**src/rtl/operand_stack_if.sv**
```systemverilog
// Sequencer/ALU-facing bundle of the operand stack: op and data in, TOS/NOS and status out.
interface operand_stack_if #(
    parameter int WIDTH = 16,
    parameter int DEPTH = 16
);
    localparam int DW = $clog2(DEPTH + 1);

    logic [2:0]       op;
    logic [WIDTH-1:0] data_in;
    logic [WIDTH-1:0] tos;
    logic [WIDTH-1:0] nos;
    logic [DW-1:0]    depth;
    logic             empty;
    logic             full;
    logic             ovf;
    logic             udf;

    modport master (
        output op, data_in,
        input  tos, nos, depth, empty, full, ovf, udf
    );

    modport slave (
        input  op, data_in,
        output tos, nos, depth, empty, full, ovf, udf
    );
endinterface

```
**src/rtl/operand_stack.sv**
```systemverilog
// ALU operand stack: TOS/NOS in registers feeding ALU a/b, deeper entries in an array,
// with depth tracking, op suppression on illegal depth and sticky overflow/underflow flags.
module operand_stack #(
    parameter int WIDTH = 16,
    parameter int DEPTH = 16
) (
    input  logic           clk,
    input  logic           rst,
    operand_stack_if.slave sif
);
    localparam int DW    = $clog2(DEPTH + 1);
    localparam int ARR_N = DEPTH - 2;
    localparam int AW    = (ARR_N > 1) ? $clog2(ARR_N) : 1;

    localparam logic [2:0] OP_NOP         = 3'b000;
    localparam logic [2:0] OP_PUSH        = 3'b001;
    localparam logic [2:0] OP_POP         = 3'b010;
    localparam logic [2:0] OP_REPLACE     = 3'b011;
    localparam logic [2:0] OP_POP_REPLACE = 3'b100;
    localparam logic [2:0] OP_DUP         = 3'b101;
    localparam logic [2:0] OP_POP2        = 3'b110;

    logic [WIDTH-1:0] arr [0:ARR_N-1];

    logic [WIDTH-1:0] tos_reg, tos_next;
    logic [WIDTH-1:0] nos_reg, nos_next;
    logic [DW-1:0]    depth_reg, depth_next;
    logic             ovf_reg, ovf_next;
    logic             udf_reg, udf_next;

    logic             wr_en;
    logic [AW-1:0]    wr_idx;
    logic [AW-1:0]    top_idx;
    logic [AW-1:0]    second_idx;
    logic [WIDTH-1:0] rd_top;
    logic [WIDTH-1:0] rd_second;
    logic             at_least_1;
    logic             at_least_2;
    logic             is_full;

    // Entry directly below NOS sits at index depth-3; the push slot is depth-2.
    assign wr_idx     = AW'(depth_reg - DW'(2));
    assign top_idx    = AW'(depth_reg - DW'(3));
    assign second_idx = AW'(depth_reg - DW'(1) - DW'(3));

    // Slots beyond the valid depth must surface as 0, never as stale array data.
    assign rd_top    = (depth_reg > DW'(2)) ? arr[top_idx]    : '0;
    assign rd_second = (depth_reg > DW'(3)) ? arr[second_idx] : '0;

    assign at_least_1 = (depth_reg != '0);
    assign at_least_2 = (depth_reg > DW'(1));
    assign is_full    = (depth_reg == DW'(DEPTH));

    always_comb begin
        tos_next   = tos_reg;
        nos_next   = nos_reg;
        depth_next = depth_reg;
        ovf_next   = ovf_reg;
        udf_next   = udf_reg;
        wr_en      = 1'b0;
        unique case (sif.op)
            OP_PUSH: begin
                if (is_full) begin
                    ovf_next = 1'b1;
                end else begin
                    tos_next   = sif.data_in;
                    nos_next   = tos_reg;
                    depth_next = depth_reg + DW'(1);
                    wr_en      = at_least_2;
                end
            end
            OP_POP: begin
                if (!at_least_1) begin
                    udf_next = 1'b1;
                end else begin
                    tos_next   = nos_reg;
                    nos_next   = rd_top;
                    depth_next = depth_reg - DW'(1);
                end
            end
            OP_REPLACE: begin
                if (!at_least_1) udf_next = 1'b1;
                else             tos_next = sif.data_in;
            end
            OP_POP_REPLACE: begin
                if (!at_least_2) begin
                    udf_next = 1'b1;
                end else begin
                    tos_next   = sif.data_in;
                    nos_next   = rd_top;
                    depth_next = depth_reg - DW'(1);
                end
            end
            OP_DUP: begin
                // Empty check wins: duplicating nothing is an underflow, not an overflow.
                if (!at_least_1) begin
                    udf_next = 1'b1;
                end else if (is_full) begin
                    ovf_next = 1'b1;
                end else begin
                    nos_next   = tos_reg;
                    depth_next = depth_reg + DW'(1);
                    wr_en      = at_least_2;
                end
            end
            OP_POP2: begin
                if (!at_least_2) begin
                    udf_next = 1'b1;
                end else begin
                    tos_next   = rd_top;
                    nos_next   = rd_second;
                    depth_next = depth_reg - DW'(2);
                end
            end
            default: ; // NOP and the reserved code leave state untouched
        endcase
    end

    always_ff @(posedge clk) begin
        if (rst) begin
            tos_reg   <= '0;
            nos_reg   <= '0;
            depth_reg <= '0;
            ovf_reg   <= 1'b0;
            udf_reg   <= 1'b0;
        end else begin
            tos_reg   <= tos_next;
            nos_reg   <= nos_next;
            depth_reg <= depth_next;
            ovf_reg   <= ovf_next;
            udf_reg   <= udf_next;
        end
    end

    always_ff @(posedge clk) begin
        if (!rst && wr_en) begin
            arr[wr_idx] <= nos_reg;
        end
    end

    assign sif.tos   = tos_reg;
    assign sif.nos   = nos_reg;
    assign sif.depth = depth_reg;
    assign sif.empty = (depth_reg == '0);
    assign sif.full  = is_full;
    assign sif.ovf   = ovf_reg;
    assign sif.udf   = udf_reg;
endmodule

```
**src/flat_wrapper.sv**
```systemverilog
// flat-port wrapper written by rule: the top's interface ports become plain ports
module operand_stack_flat 
#(
    parameter int WIDTH = 16,
    parameter int DEPTH = 16
)
  (clk, rst, sif_op, sif_data_in, sif_tos, sif_nos, sif_depth, sif_empty, sif_full, sif_ovf, sif_udf);
  operand_stack_if #(.WIDTH(WIDTH), .DEPTH(DEPTH)) sif_i ();
  input  logic clk;
  input  logic rst;
  input wire logic [$bits(sif_i.op)-1:0] sif_op;
  input wire logic [$bits(sif_i.data_in)-1:0] sif_data_in;
  output wire logic [$bits(sif_i.tos)-1:0] sif_tos;
  output wire logic [$bits(sif_i.nos)-1:0] sif_nos;
  output wire logic [$bits(sif_i.depth)-1:0] sif_depth;
  output wire logic [$bits(sif_i.empty)-1:0] sif_empty;
  output wire logic [$bits(sif_i.full)-1:0] sif_full;
  output wire logic [$bits(sif_i.ovf)-1:0] sif_ovf;
  output wire logic [$bits(sif_i.udf)-1:0] sif_udf;
  assign sif_i.op = sif_op;
  assign sif_i.data_in = sif_data_in;
  assign sif_tos = sif_i.tos;
  assign sif_nos = sif_i.nos;
  assign sif_depth = sif_i.depth;
  assign sif_empty = sif_i.empty;
  assign sif_full = sif_i.full;
  assign sif_ovf = sif_i.ovf;
  assign sif_udf = sif_i.udf;
  operand_stack #(.WIDTH(WIDTH), .DEPTH(DEPTH)) u_core (.clk(clk), .rst(rst), .sif(sif_i));
endmodule
```
**config.mk**
```make
export PLATFORM = sky130hd
export DESIGN_NAME = operand_stack_flat
export DESIGN_NICKNAME = d
export VERILOG_FILES = /design/src/rtl/operand_stack_if.sv /design/src/rtl/operand_stack.sv /design/src/flat_wrapper.sv
export SDC_FILE = /design/constraint.sdc
export NUM_CORES = 1
export LEC_CHECK = 0
export ABC_AREA = 1
export CELL_PAD_IN_SITES_DETAIL_PLACEMENT = 1
export CELL_PAD_IN_SITES_GLOBAL_PLACEMENT = 1
export CORE_ASPECT_RATIO = 0.75
export CORE_MARGIN = 4
export CORE_UTILIZATION = 46
export DETAILED_ROUTE_END_ITERATION = 8
export HOLD_SLACK_MARGIN = 0.02
export PLACE_DENSITY_LB_ADDON = 0.1
export SYNTH_ARGS = -nofsm -noshare
export SYNTH_HDL_FRONTEND = slang
export SYNTH_SLANG_ARGS = --single-unit
```
**constraint.sdc**
```tcl
create_clock -name clk -period 5 [get_ports clk]
set_input_delay 0.75 -clock clk [delete_from_list [all_inputs] [get_ports clk]]
set_output_delay 0.75 -clock clk [all_outputs]
set_load 0.02 [all_outputs]
```
# After elaboration in Yosys (flattened, before gate mapping)
# Memory sizes are Yosys's and may differ from the RTL's.
# Cells that the tools add are included.
dict set report word_totals {
  ff_bits 39
  latchBits 0
  rom_bits 0
  wordCells 73
  n_memories 1
  input_bits 21
  output_inout_bits 41
  ram_bits 224
}
dict set report op_classes {
  multipliers 0
  add_sub_neg 5
  bitwise 0
  order_cmp 3
  reduce_logical 14
  n_shift 0
  n_eq_ne 15
  div_mod_pow 0
  mux 30
}
# memory depth width rd rd_ports_with_merged_regs wr line_no
set memory_table {}
lappend memory_table {u_core.arr 14 16 2 0 1 operand_stack.sv:23} ;# logic [WIDTH-1:0] arr [0:ARR_N-1];
# cell count
set op_table {}
lappend op_table {{16-bit two-way mux} 11}
lappend op_table {{16-bit case mux with 5 select lines} 2}
lappend op_table {{5-bit two-way mux} 5}
lappend op_table {{5-bit case mux with 5 select lines} 1}
lappend op_table {{5-bit nonzero test} 3}
lappend op_table {{5-bit by 2-bit greater-than comparator with 1-bit output, second input constant} 2}
lappend op_table {{2-bit by 1-bit != test with 1-bit output, second input constant} 5}
lappend op_table {{3-bit equality test, second input constant} 3}
lappend op_table {{1-bit two-way mux} 8}
lappend op_table {{4-bit by 2-bit subtractor with 4-bit output, second input constant} 2}
lappend op_table {{3-bit by 2-bit equality test with 1-bit output, second input constant} 2}
lappend op_table {{2-bit != test, second input constant} 3}
lappend op_table {{1-bit case mux with 2 select lines} 3}
lappend op_table {{6-bit AND reduction} 1}
lappend op_table {{5-bit by 1-bit adder with 5-bit output, second input constant} 1}
lappend op_table {{5-bit equality test, second input constant} 1}
lappend op_table {{5-bit by 1-bit greater-than comparator with 1-bit output, second input constant} 1}
lappend op_table {{5-bit zero test} 1}
lappend op_table {{5-bit AND reduction} 1}
lappend op_table {{5-bit by 1-bit subtractor with 5-bit output, second input constant} 1}
lappend op_table {{5-bit by 2-bit subtractor with 5-bit output, second input constant} 1}
lappend op_table {{2-bit nonzero test} 2}
lappend op_table {{3-bit by 1-bit equality test with 1-bit output, second input constant} 1}
lappend op_table {{3-bit AND reduction} 1}
lappend op_table {{5 further kinds} 5}

# Logic depth before layout (Yosys ltp)
# Gate-level depths: netlist of run 1.
dict set report logic_depth {
  ltp_word 7
  mapped_depth 18
  depth_no_buf 14
}

# Least setup slack after synthesis of run 1
# No wires, ideal clock.
dict set report synth_timing {
  path_kind {flip-flop to flip-flop}
  from {register u_core.depth_reg[2], in the netlist u_core.sif.depth[2]}
  to {memory u_core.arr[10][0] (enable)}
  n_path_buf 3
  arrival_ps 3243
  t_required_ps 4591
  setup_slack_ps 1348
  path_stages_with_launch 14
  cell_sequence {dfxtp_1 > buf_4 > inv_2 > buf_2 > clkbuf_1 > ha_1 > nand2_1 > nand2_1 > nand2_1 > nand2_2 > inv_1 > nor4_2 > inv_1 > nor3_1}
}
dict set report synth_between {
  elab_chain_cells 7
  word_cells_on_any_way 10
  cone_classes {add/sub (1); order compare (1); eq/ne (1); mux (5); reduce/logical (2)}
}
# element line_no
set synth_rtl {}
lappend synth_rtl {{start: declaration} operand_stack.sv:27} ;# logic [DW-1:0] depth_reg, depth_next;
lappend synth_rtl {{start signal: assignment} operand_stack.sv:129} ;# depth_reg <= depth_next;
lappend synth_rtl {{5-bit by 1-bit greater-than comparator with 1-bit output or 5-bit equality test (tied branches)} {operand_stack.sv:51, operand_stack.sv:52}}
lappend synth_rtl {{1-bit two-way mux} {operand_stack.sv:63, operand_stack.sv:98}}
lappend synth_rtl {{1-bit two-way mux} operand_stack.sv:96} ;# if (!at_least_1) begin
lappend synth_rtl {{1-bit case mux with 2 select lines} operand_stack.sv:61} ;# unique case (sif.op)
lappend synth_rtl {{1-bit logical AND} operand_stack.sv:136} ;# if (!rst && wr_en) begin
lappend synth_rtl {{1-bit two-way mux} operand_stack.sv:136}
lappend synth_rtl {{1-bit two-way mux (implied by the code)} operand_stack.sv:137} ;# arr[wr_idx] <= nos_reg;
lappend synth_rtl {{end: declaration} operand_stack.sv:23}
# Parallel ways exist; a longest one is shown, timed or not.

# Final worst setup path of run 1
dict set report layout_timing {
  from {register u_core.depth_reg[0], in the netlist u_core.sif.depth[0]}
  to {output sif_depth[0]}
}
# element line_no
set layout_rtl {}
lappend layout_rtl {{end: declaration} flat_wrapper.sv:15} ;# output wire logic [$bits(sif_i.depth)-1:0] sif_depth;
# No word-level cell between the ends.

==> flow_metrics.env, run 1 <==
export IMPL_ys_types=37
export IMPL_period_share=0.830
export IMPL_maxCapViolCount=0
export IMPL_fin_setup_tns_ns=0
export IMPL_grt_max_degree=174
export IMPL_critPathMaxFanout=77
export IMPL_syn_nets=2042
export IMPL_start_util=0.465
export IMPL_crit_top_cell="buf_4"
export IMPL_grt_pass1_vias=13963
export IMPL_endpoint_kind="output port"
export IMPL_slowest_stage="buf_4"
export IMPL_slew_viol_final=0
export IMPL_core_region_area_um2=32300
export IMPL_timing_final_crit_period_ns=4.15
export IMPL_slew_headroom=0.285
export IMPL_htreeDepth=1
export IMPL_area_growth_pct=13.3
export IMPL_die_w_um=217
export IMPL_wl_per_cell_um=22.7
export IMPL_synth_seq_cells=263
export IMPL_avgSynthCellArea_um2=7.47
export IMPL_post_place_ws_ns=1.16
export IMPL_finalHoldViolCount=0
export IMPL_crit_buf_inv=3
export IMPL_cts_reportedPaths_clkPinSlew_ns=0.06
export IMPL_worstSetupPathType="reg2out"
export IMPL_grt_pass1_wl_um=85700
export IMPL_stdcell_area_um2=17000
export IMPL_rsz0062_at_grt="no"
export IMPL_peakVddDrop_mv=0.292
export IMPL_num_io_pins=62
export IMPL_synth_main_ff_cell="edfxtp_1"
export IMPL_placed_cells=2445
export IMPL_root_buffer="clkbuf_16"
export IMPL_leakagePower_uw=0.00789
export IMPL_cp_required_ns=4.25
export IMPL_fillCellCount=4083
export IMPL_gp_congestion=0.876
export IMPL_worst_slack_ns=0.851
export IMPL_crit_chain="buf_4 -> buf_4 -> clkdlybuf4s50_1"
export IMPL_clock_skew_ns=0.0133
export IMPL_hold_path_class="reg2reg"
export IMPL_largest_reg_flops=224
export IMPL_clock_sinks=263
export IMPL_postCtsSetupBuffers=0
export IMPL_rows=57
export IMPL_place_area_um2=16100
export IMPL_syn_area_um2=15000
export IMPL_yosys_warnings=0
export IMPL_final_nets=2064
export IMPL_routed_via_count=13929
export IMPL_clk_latency_ns=0.58
export IMPL_synth_cells=2012
export IMPL_cp_top_family="buffers and inverters"
export IMPL_tritoncts="built"
export IMPL_synth_edff_count=224
export IMPL_cts_inserted_buffers=29
export IMPL_ctsResizeCount=0
export IMPL_drt_iter0_drc=1442
export IMPL_overflow=0
export IMPL_drc=0
export IMPL_ys_async_sr_fraction=0
export IMPL_dpl_hpwl_um=36900
export IMPL_arrival_ns=3.40
export IMPL_drive_above_1_share=0.0710
export IMPL_holdBufCountCts=0
export IMPL_dr_pass1_iters=5
export IMPL_ant_nets=0
export IMPL_antenna_cells=0
export IMPL_grt_antenna_before_repair=1
export IMPL_viasPerCell=5.57
export IMPL_status="finished clean"
export IMPL_stdcell_count=2499
export IMPL_io_buffers=61
export IMPL_grt_use_total=0.317
export IMPL_max_freq_mhz=241
export IMPL_clockBufferDepth=3
export IMPL_setup_viol=0
export IMPL_ys_seq_area_frac=0.499
export IMPL_die_y_um=165
export IMPL_dieArea_um2=35700
export IMPL_cp_start_kind="flip-flop"
export IMPL_worstMarginPinSlew_ns=1.07
export IMPL_powerDensity_nw_per_um2=489
export IMPL_postRouteWirelength_um=56600
export IMPL_cpPeakStageDelay_ns=0.78
[cell usage after synthesis (2+ instances only)]
master	number	area, um^2
nand2_1	855	3210
inv_1	256	961
edfxtp_1	224	6730
nand3_1	202	1010
nor2_1	144	541
buf_2	64	320
dfxtp_1	39	781
a21oi_1	38	190
o21ai_0	34	170
nand4_1	32	200
clkbuf_1	23	86.3
a21oi_2	13	114
buf_4	11	82.6
ha_1	9	113
inv_2	8	30.0
buf_1	7	26.3
nor3_1	7	35.0
buf_6	5	56.3
o211ai_1	5	37.5
nand2_2	4	25.0
o21ai_1	4	20.0
nand2_4	3	33.8
nor2_4	3	33.8
xor2_1	3	26.3
inv_4	2	12.5
nand3_4	2	35.0
nor2_2	2	12.5
nor2_8	2	40.0
o21a_1	2	15.0
o221ai_1	2	17.5
[layout by cell type (no fill, tap or decap), drive strengths merged, types with 2 or more instances in the layout]
cell type      netlist  routed
nand2              862     862
inv                266     267
edfxtp             224     224
nand3              205     205
nor2               151     151
clkdlybuf4s50        0      61
a21oi               52      52
buf                 87      40
dfxtp               39      39
o21ai               39      39
clkbuf              23      34
nand4               32      32
clkinv               0      13
ha                   9       9
nor3                 7       7
o211ai               5       5
bufinv               0       5
xor2                 3       3
o221ai               2       2
o21a                 2       2
a31oi                2       2
[tightest hold or removal path: cells and delay by family, from the launching register on]
kind	cells	cell delay (ns)
flip-flops	1	0.36
AO/OA/AOI/OAI	1	0.06
AND/OR/NAND/NOR	1	0.07
[kinds of logic (layout without fill, tap and decap cells)]
group | Yosys count | in the layout | synth area share
flip-flops | 263 | 263 | 0.499
AO/OA/AOI/OAI | 102 | 102 | 0.0404
XOR/XNOR | 3 | 3 | 0.00175
AND/OR/NAND/NOR | 1259 | 1259 | 0.346
buffers and inverters | 376 | 421 | 0.105
adder cells (fa/ha/maj) | 9 | 9 | 0.00749
[worst paths after layout]
check                                                       from                               to  slack, ns  depth (start not counted)
worst min register to register       u_core.sif.ovf$_SDFFE_PP0P_      u_core.sif.ovf$_SDFFE_PP0P_       0.52                          2
worst max-delay path            u_core.sif.depth[0]$_SDFFE_PP0P_                     sif_depth[0]       0.85                          3
worst min-delay path                 u_core.sif.ovf$_SDFFE_PP0P_      u_core.sif.ovf$_SDFFE_PP0P_       0.52                          2
worst max register to register  u_core.sif.depth[0]$_SDFFE_PP0P_  u_core.sif.nos[12]$_SDFFE_PP0P_       1.36                         14
[stage by stage]
stage	util	total power, uW	hold slack, ns
2_1_floorplan	-	4760	0.570
3_3_place_gp	0.497	5920	0.499
3_5_place_dp	0.497	6010	0.504
4_1_cts	0.527	8270	0.520
5_1_grt	0.527	8750	0.556
6_report	0.527	8320	0.520
[area by class of cell]
class | count | area (um^2) | area share
repair buffers | 101 | 973 | 0.0572
well taps | 442 | 553 | 0.0325
multi-input cells | 1373 | 6020 | 0.353
flip-flops and latches | 263 | 7510 | 0.441
inverters | 266 | 1010 | 0.0591
clock buffers | 34 | 744 | 0.0437
clock inverters | 20 | 224 | 0.0132
[metal layers]
layer,part of all wire,global-route usage
met1,0.43,0.448
met2,0.43,0.478
met3,0.10,0.0909
met4,0.030,0.0931
met5,0.00023,0
[report_power, final]
group	internal, uW	switching, uW
Combinational	885	2420
Sequential	2580	183
Clock	1320	929
Power figures use the tool's default switching activity.
==> run 2, diff against run 1 <==
==> constraint.sdc (replaced) <==
create_clock -name clk -period 4 [get_ports clk]
set_input_delay 0.6 -clock clk [delete_from_list [all_inputs] [get_ports clk]]
set_output_delay 0.6 -clock clk [all_outputs]
set_load 0.02 [all_outputs]
==> flow_metrics.env, run 2 (synthesis results as in run 1) <==
export IMPL_status="finished clean"
export IMPL_p_clk_frac=0.263
export IMPL_fillCellCount=4033
export IMPL_rows=57
export IMPL_swShare=0.426
export IMPL_viasPerCell=5.48
export IMPL_setup_reg_to_reg_worst_slack_ns=0.69
export IMPL_drive_above_1_share=0.0787
export IMPL_ant_nets=0
export IMPL_slew_headroom=0.309
export IMPL_antenna_cells=0
export IMPL_timing_rr_end="u_core.sif.nos[2]$_SDFFE_PP0P_"
export IMPL_p_comb_frac=0.404
export IMPL_stdcell_area_um2=17100
export IMPL_die_w_um=217
export IMPL_core_region_area_um2=32300
export IMPL_cp_start_kind="flip-flop"
export IMPL_wl_per_cell_um=21.7
export IMPL_grt_pass1_vias=13996
export IMPL_die_y_um=165
export IMPL_hold_path_depth=2
export IMPL_cts_inserted_buffers=29
export IMPL_finalHoldViolCount=0
export IMPL_min_from="u_core.sif.ovf$_SDFFE_PP0P_"
export IMPL_crit_chain="inv_4 -> ha_4 -> buf_12 -> nor2_1 -> nor2_1 -> inv_1 -> nand2_1 -> nand2_2 -> nand2_1 -> nand3_1 -> nand3_1 -> nand2_1 -> inv_1"
export IMPL_hold_path_endpoint="u_core.sif.ovf$_SDFFE_PP0P_"
export IMPL_setup_viol=0
export IMPL_leakagePower_uw=0.00794
export IMPL_cts_reportedPaths_clkPinSlew_ns=0.06
export IMPL_multiInputGateArea_um2=6020
export IMPL_cp_top_family="simple AND/OR/NAND/NOR gates"
export IMPL_postRouteWirelength_um=54400
export IMPL_grt_antenna_before_repair=0
export IMPL_cpPeakStageDelay_ns=0.61
export IMPL_clockBufferDepth=3
export IMPL_ctsResizeCount=0
export IMPL_postCtsSetupBuffers=0
export IMPL_clk_latency_ns=0.57
export IMPL_crit_buf_inv=4
export IMPL_dpl_hpwl_um=35300
export IMPL_largest_reg_flops=224
export IMPL_arrival_ns=3.82
export IMPL_regArea_um2=7510
export IMPL_htreeDepth=1
export IMPL_internal_power_uw=5850
export IMPL_worstSetupPathType="reg2reg"
export IMPL_start_util=0.465
export IMPL_gp_congestion=0.911
export IMPL_rsz0062_at_grt="no"
export IMPL_slowest_stage="dfxtp_4"
export IMPL_maxCapViolCount=0
export IMPL_layout_common_cells="nand2_1 (853), inv_1 (255), edfxtp_1 (224), nand3_1 (202), nor2_1 (136)"
export IMPL_powerDensity_nw_per_um2=597
export IMPL_dr_pass1_iters=5
export IMPL_switchingPower_uw=4350
export IMPL_period_share=0.826
export IMPL_final_common_cell="nand2_1"
export IMPL_grtUsageMet2=0.503
export IMPL_worstReg2RegStart="u_core.sif.depth[0]$_SDFFE_PP0P_"
export IMPL_root_buffer="clkbuf_16"
export IMPL_fin_setup_tns_ns=0
export IMPL_clock_skew_ns=0.0119
export IMPL_hold_path_class="reg2reg"
export IMPL_area_growth_pct=13.5
export IMPL_met3_usage=0.0425
export IMPL_endpoint_kind="flip-flop"
export IMPL_routed_via_count=13775
export IMPL_crit_top_cell="nand2_1"
export IMPL_drt_iter0_drc=1125
export IMPL_grt_max_degree=89
export IMPL_worstMarginPinSlew_ns=1.03
export IMPL_cp_required_ns=4.52
export IMPL_critPathMaxFanout=82
export IMPL_pwr_share_seq=0.333
export IMPL_use_met1=0.431
export IMPL_grt_pass1_wl_um=83500
export IMPL_io_buffers=61
export IMPL_num_io_pins=62
export IMPL_max_freq_mhz=303
export IMPL_clock_sinks=263
export IMPL_busiest_layer="met2"
export IMPL_place_area_um2=16100
export IMPL_overflow=0
export IMPL_peakVddDrop_mv=0.450
export IMPL_grt_use_total=0.305
export IMPL_dieArea_um2=35700
export IMPL_final_nets=2077
export IMPL_reg2regPathDepth=13
export IMPL_drc=0
export IMPL_tritoncts="built"
export IMPL_slew_viol_final=0
export IMPL_holdBufCountCts=0
export IMPL_timing_final_crit_period_ns=3.31
-- run 2: cell type report --
cell class / count / share of cell area
Clock inverter: 23 / 0.0118
Timing Repair Buffer: 114 / 0.0613
Sequential cell: 263 / 0.440
Clock buffer: 31 / 0.0430
Inverter: 266 / 0.0589
Multi-Input combinational cell: 1373 / 0.353
Tap cell: 442 / 0.0324
-- run 2: layer usage --
metal | part of all wire | up-vias
li1 | - | 6405
met2 | 0.46 | 497
met1 | 0.44 | 6793
met4 | 0.023 | 0
met3 | 0.073 | 80
met5 | 0 | -
-- run 2: worst register-to-register path, stage by stage, from the launching register on --
cell     delay [ns]
dfxtp_4        0.61
inv_4          0.29
ha_4           0.47
buf_12         0.40
nor2_1         0.13
nor2_1         0.25
inv_1          0.08
nand2_1        0.09
nand2_2        0.35
nand2_1        0.21
nand3_1        0.15
nand3_1        0.12
nand2_1        0.05
inv_1          0.04
-- run 2: stage by stage --
step           power (uW)  worst slack, ns  std cells  utilization  hold slack, ns
4_1_cts             10200            0.707       2512        0.528           0.538
2_1_floorplan        5950            0.348       2012            -           0.570
3_3_place_gp         7350            0.582       2458        0.499           0.510
6_report            10200            0.695       2512        0.528           0.539
5_1_grt             10700            0.537       2512        0.528           0.599
3_5_place_dp         7470            0.555       2458        0.499           0.522
-- run 2: worst max-delay path by stage --
stage                                          start  slack (ns)  cells after the start                        endpoint
floorplan           u_core.sif.depth[2]$_SDFFE_PP0P_        0.35                     13      u_core.arr[6][0]$_DFFE_PP_
global placement                           sif_op[1]        0.58                      8      u_core.arr[7][4]$_DFFE_PP_
detailed placement                         sif_op[1]        0.56                      8      u_core.arr[8][9]$_DFFE_PP_
CTS                 u_core.sif.depth[0]$_SDFFE_PP0P_        0.71                      9     u_core.arr[8][10]$_DFFE_PP_
global route        u_core.sif.depth[0]$_SDFFE_PP0P_        0.54                      9     u_core.arr[8][10]$_DFFE_PP_
finish              u_core.sif.depth[0]$_SDFFE_PP0P_        0.69                     13  u_core.sif.nos[2]$_SDFFE_PP0P_
-- run 2: power by group through the flow --
stage | registers, uW | clock network, uW | logic [uW]
after detailed placement | 3450 | 0 | 4020
after global routing | 3410 | 2850 | 4490
after CTS | 3390 | 2720 | 4070
final | 3390 | 2690 | 4120
after floorplan | 3520 | 0 | 2430
after global placement | 3440 | 0 | 3910
==> run 3, diff against run 2 <==
==> constraint.sdc (replaced) <==
create_clock -name clk -period 3.1 [get_ports clk]
set_input_delay 0.465 -clock clk [delete_from_list [all_inputs] [get_ports clk]]
set_output_delay 0.465 -clock clk [all_outputs]
set_load 0.02 [all_outputs]
==> flow_metrics.env, run 3 (synthesis results as in run 1) <==
export IMPL_io_buffers=61
export IMPL_clockBufferDepth=3
export IMPL_stdcell_count=2531
export IMPL_start_util=0.465
export IMPL_grt_pass1_vias=14394
export IMPL_worstMarginPinSlew_ns=0.882
export IMPL_min_from="u_core.sif.udf$_SDFFE_PP0P_"
export IMPL_grtUsageMet2=0.510
export IMPL_cts_inserted_buffers=29
export IMPL_status="finished clean"
export IMPL_rows=57
export IMPL_worstReg2RegStart="u_core.sif.depth[1]$_SDFFE_PP0P_"
export IMPL_powerDensity_nw_per_um2=786
export IMPL_grt_use_total=0.318
export IMPL_setup_viol=0
export IMPL_routed_via_count=13966
export IMPL_wl_per_cell_um=22.6
export IMPL_holdBufCountCts=0
export IMPL_largest_reg_flops=224
export IMPL_hold_path_class="reg2reg"
export IMPL_max_freq_mhz=349
export IMPL_timing_rr_end="u_core.arr[10][14]$_DFFE_PP_"
export IMPL_postRouteWirelength_um=57200
export IMPL_grt_pass1_wl_um=85800
export IMPL_dieArea_um2=35700
export IMPL_busiest_layer="met2"
export IMPL_drt_iter0_drc=1321
export IMPL_viasPerCell=5.52
export IMPL_drc=0
export IMPL_die_w_um=217
export IMPL_final_common_cell="nand2_1"
export IMPL_worstSetupPathType="reg2out"
export IMPL_drive_above_1_share=0.0852
export IMPL_period_share=0.924
export IMPL_grt_max_degree=82
export IMPL_cp_required_ns=2.63
export IMPL_endpoint_kind="output port"
export IMPL_arrival_ns=2.40
export IMPL_slew_headroom=0.412
export IMPL_clk_latency_ns=0.58
export IMPL_layout_common_cells="nand2_1 (853), inv_1 (255), edfxtp_1 (224), nand3_1 (202), nor2_1 (136)"
export IMPL_hold_path_depth=4
export IMPL_die_y_um=165
export IMPL_peakVddDrop_mv=0.449
export IMPL_critPathMaxFanout=72
export IMPL_setup_reg_to_reg_worst_slack_ns=0.36
export IMPL_met3_usage=0.0675
export IMPL_ant_nets=0
export IMPL_postCtsSetupBuffers=0
export IMPL_finalHoldViolCount=0
export IMPL_reg2regPathDepth=12
export IMPL_worst_hold_slack_ns=0.539
export IMPL_root_buffer="clkbuf_16"
export IMPL_gp_congestion=0.918
export IMPL_area_growth_pct=16.0
export IMPL_ctsResizeCount=0
export IMPL_maxCapViolCount=0
export IMPL_cp_start_kind="flip-flop"
export IMPL_grt_antenna_before_repair=1
export IMPL_clock_skew_ns=0.0182
export IMPL_use_met1=0.428
export IMPL_rsz0062_at_grt="no"
export IMPL_overflow=0
export IMPL_clock_sinks=263
export IMPL_tritoncts="built"
export IMPL_final_nets=2097
export IMPL_hold_path_endpoint="u_core.sif.udf$_SDFFE_PP0P_"
export IMPL_timing_final_crit_period_ns=2.86
export IMPL_core_region_area_um2=32300
export IMPL_dpl_hpwl_um=38600
export IMPL_htreeDepth=1
export IMPL_antenna_cells=0
export IMPL_cts_reportedPaths_clkPinSlew_ns=0.06
export IMPL_leakagePower_uw=0.00813
export IMPL_slew_viol_final=0
export IMPL_num_io_pins=62
export IMPL_placed_cells=2478
export IMPL_dr_pass1_iters=7
## run 3: how the worst max path moves through the flow
stage,startpoint,to,cells after the start
2_1_floorplan,u_core.sif.depth[2]$_SDFFE_PP0P_,u_core.arr[10][0]$_DFFE_PP_,13
3_3_place_gp,sif_op[2],u_core.sif.nos[10]$_SDFFE_PP0P_,12
3_5_place_dp,sif_op[2],u_core.sif.nos[10]$_SDFFE_PP0P_,12
4_1_cts,u_core.sif.depth[0]$_SDFFE_PP0P_,sif_depth[0],2
5_1_grt,u_core.sif.depth[0]$_SDFFE_PP0P_,sif_depth[0],2
6_report,u_core.sif.depth[0]$_SDFFE_PP0P_,sif_depth[0],2
## run 3: layer usage
| layer | share of wire | wire length, um |
|---|---|---|
| met4 | 0.042 | 2390 |
| met2 | 0.45 | 25600 |
| met3 | 0.085 | 4880 |
| met1 | 0.43 | 24300 |
| met5 | 0 | 0 |
## run 3: cell type report
| class | count | area, um^2 |
|---|---|---|
| Clock inverter | 22 | 278 |
| Fill cell | 4008 | 14900 |
| Clock buffer | 31 | 733 |
| Inverter | 266 | 1010 |
| Tap cell | 442 | 553 |
| Sequential cell | 263 | 7510 |
| Timing Repair Buffer | 134 | 1310 |
| Multi-Input combinational cell | 1373 | 6040 |
## run 3: worst max-delay path, stage by stage (launching register included)
cell             delay [ns]
dfxtp_4                0.43
buf_4                  0.64
clkdlybuf4s50_1        0.74
## run 3: per-stage QoR
stage	setup TNS [ns]	utilization	area, um^2	power, uW	setup WS, ns
3_5_place_dp	0	0.508	16400	9870	0.242
2_1_floorplan	-22.80	-	15100	7690	-0.119
3_3_place_gp	0	0.508	16400	9710	0.283
5_1_grt	0	0.540	17400	14300	0.150
4_1_cts	0	0.540	17400	13700	0.228
6_report	0	0.540	17400	13700	0.235
## run 3: power breakdown
group	internal, uW	switching (uW)	total, uW
Clock	2280	1490	3770
Sequential	4160	129	4290
Combinational	1530	4110	5640
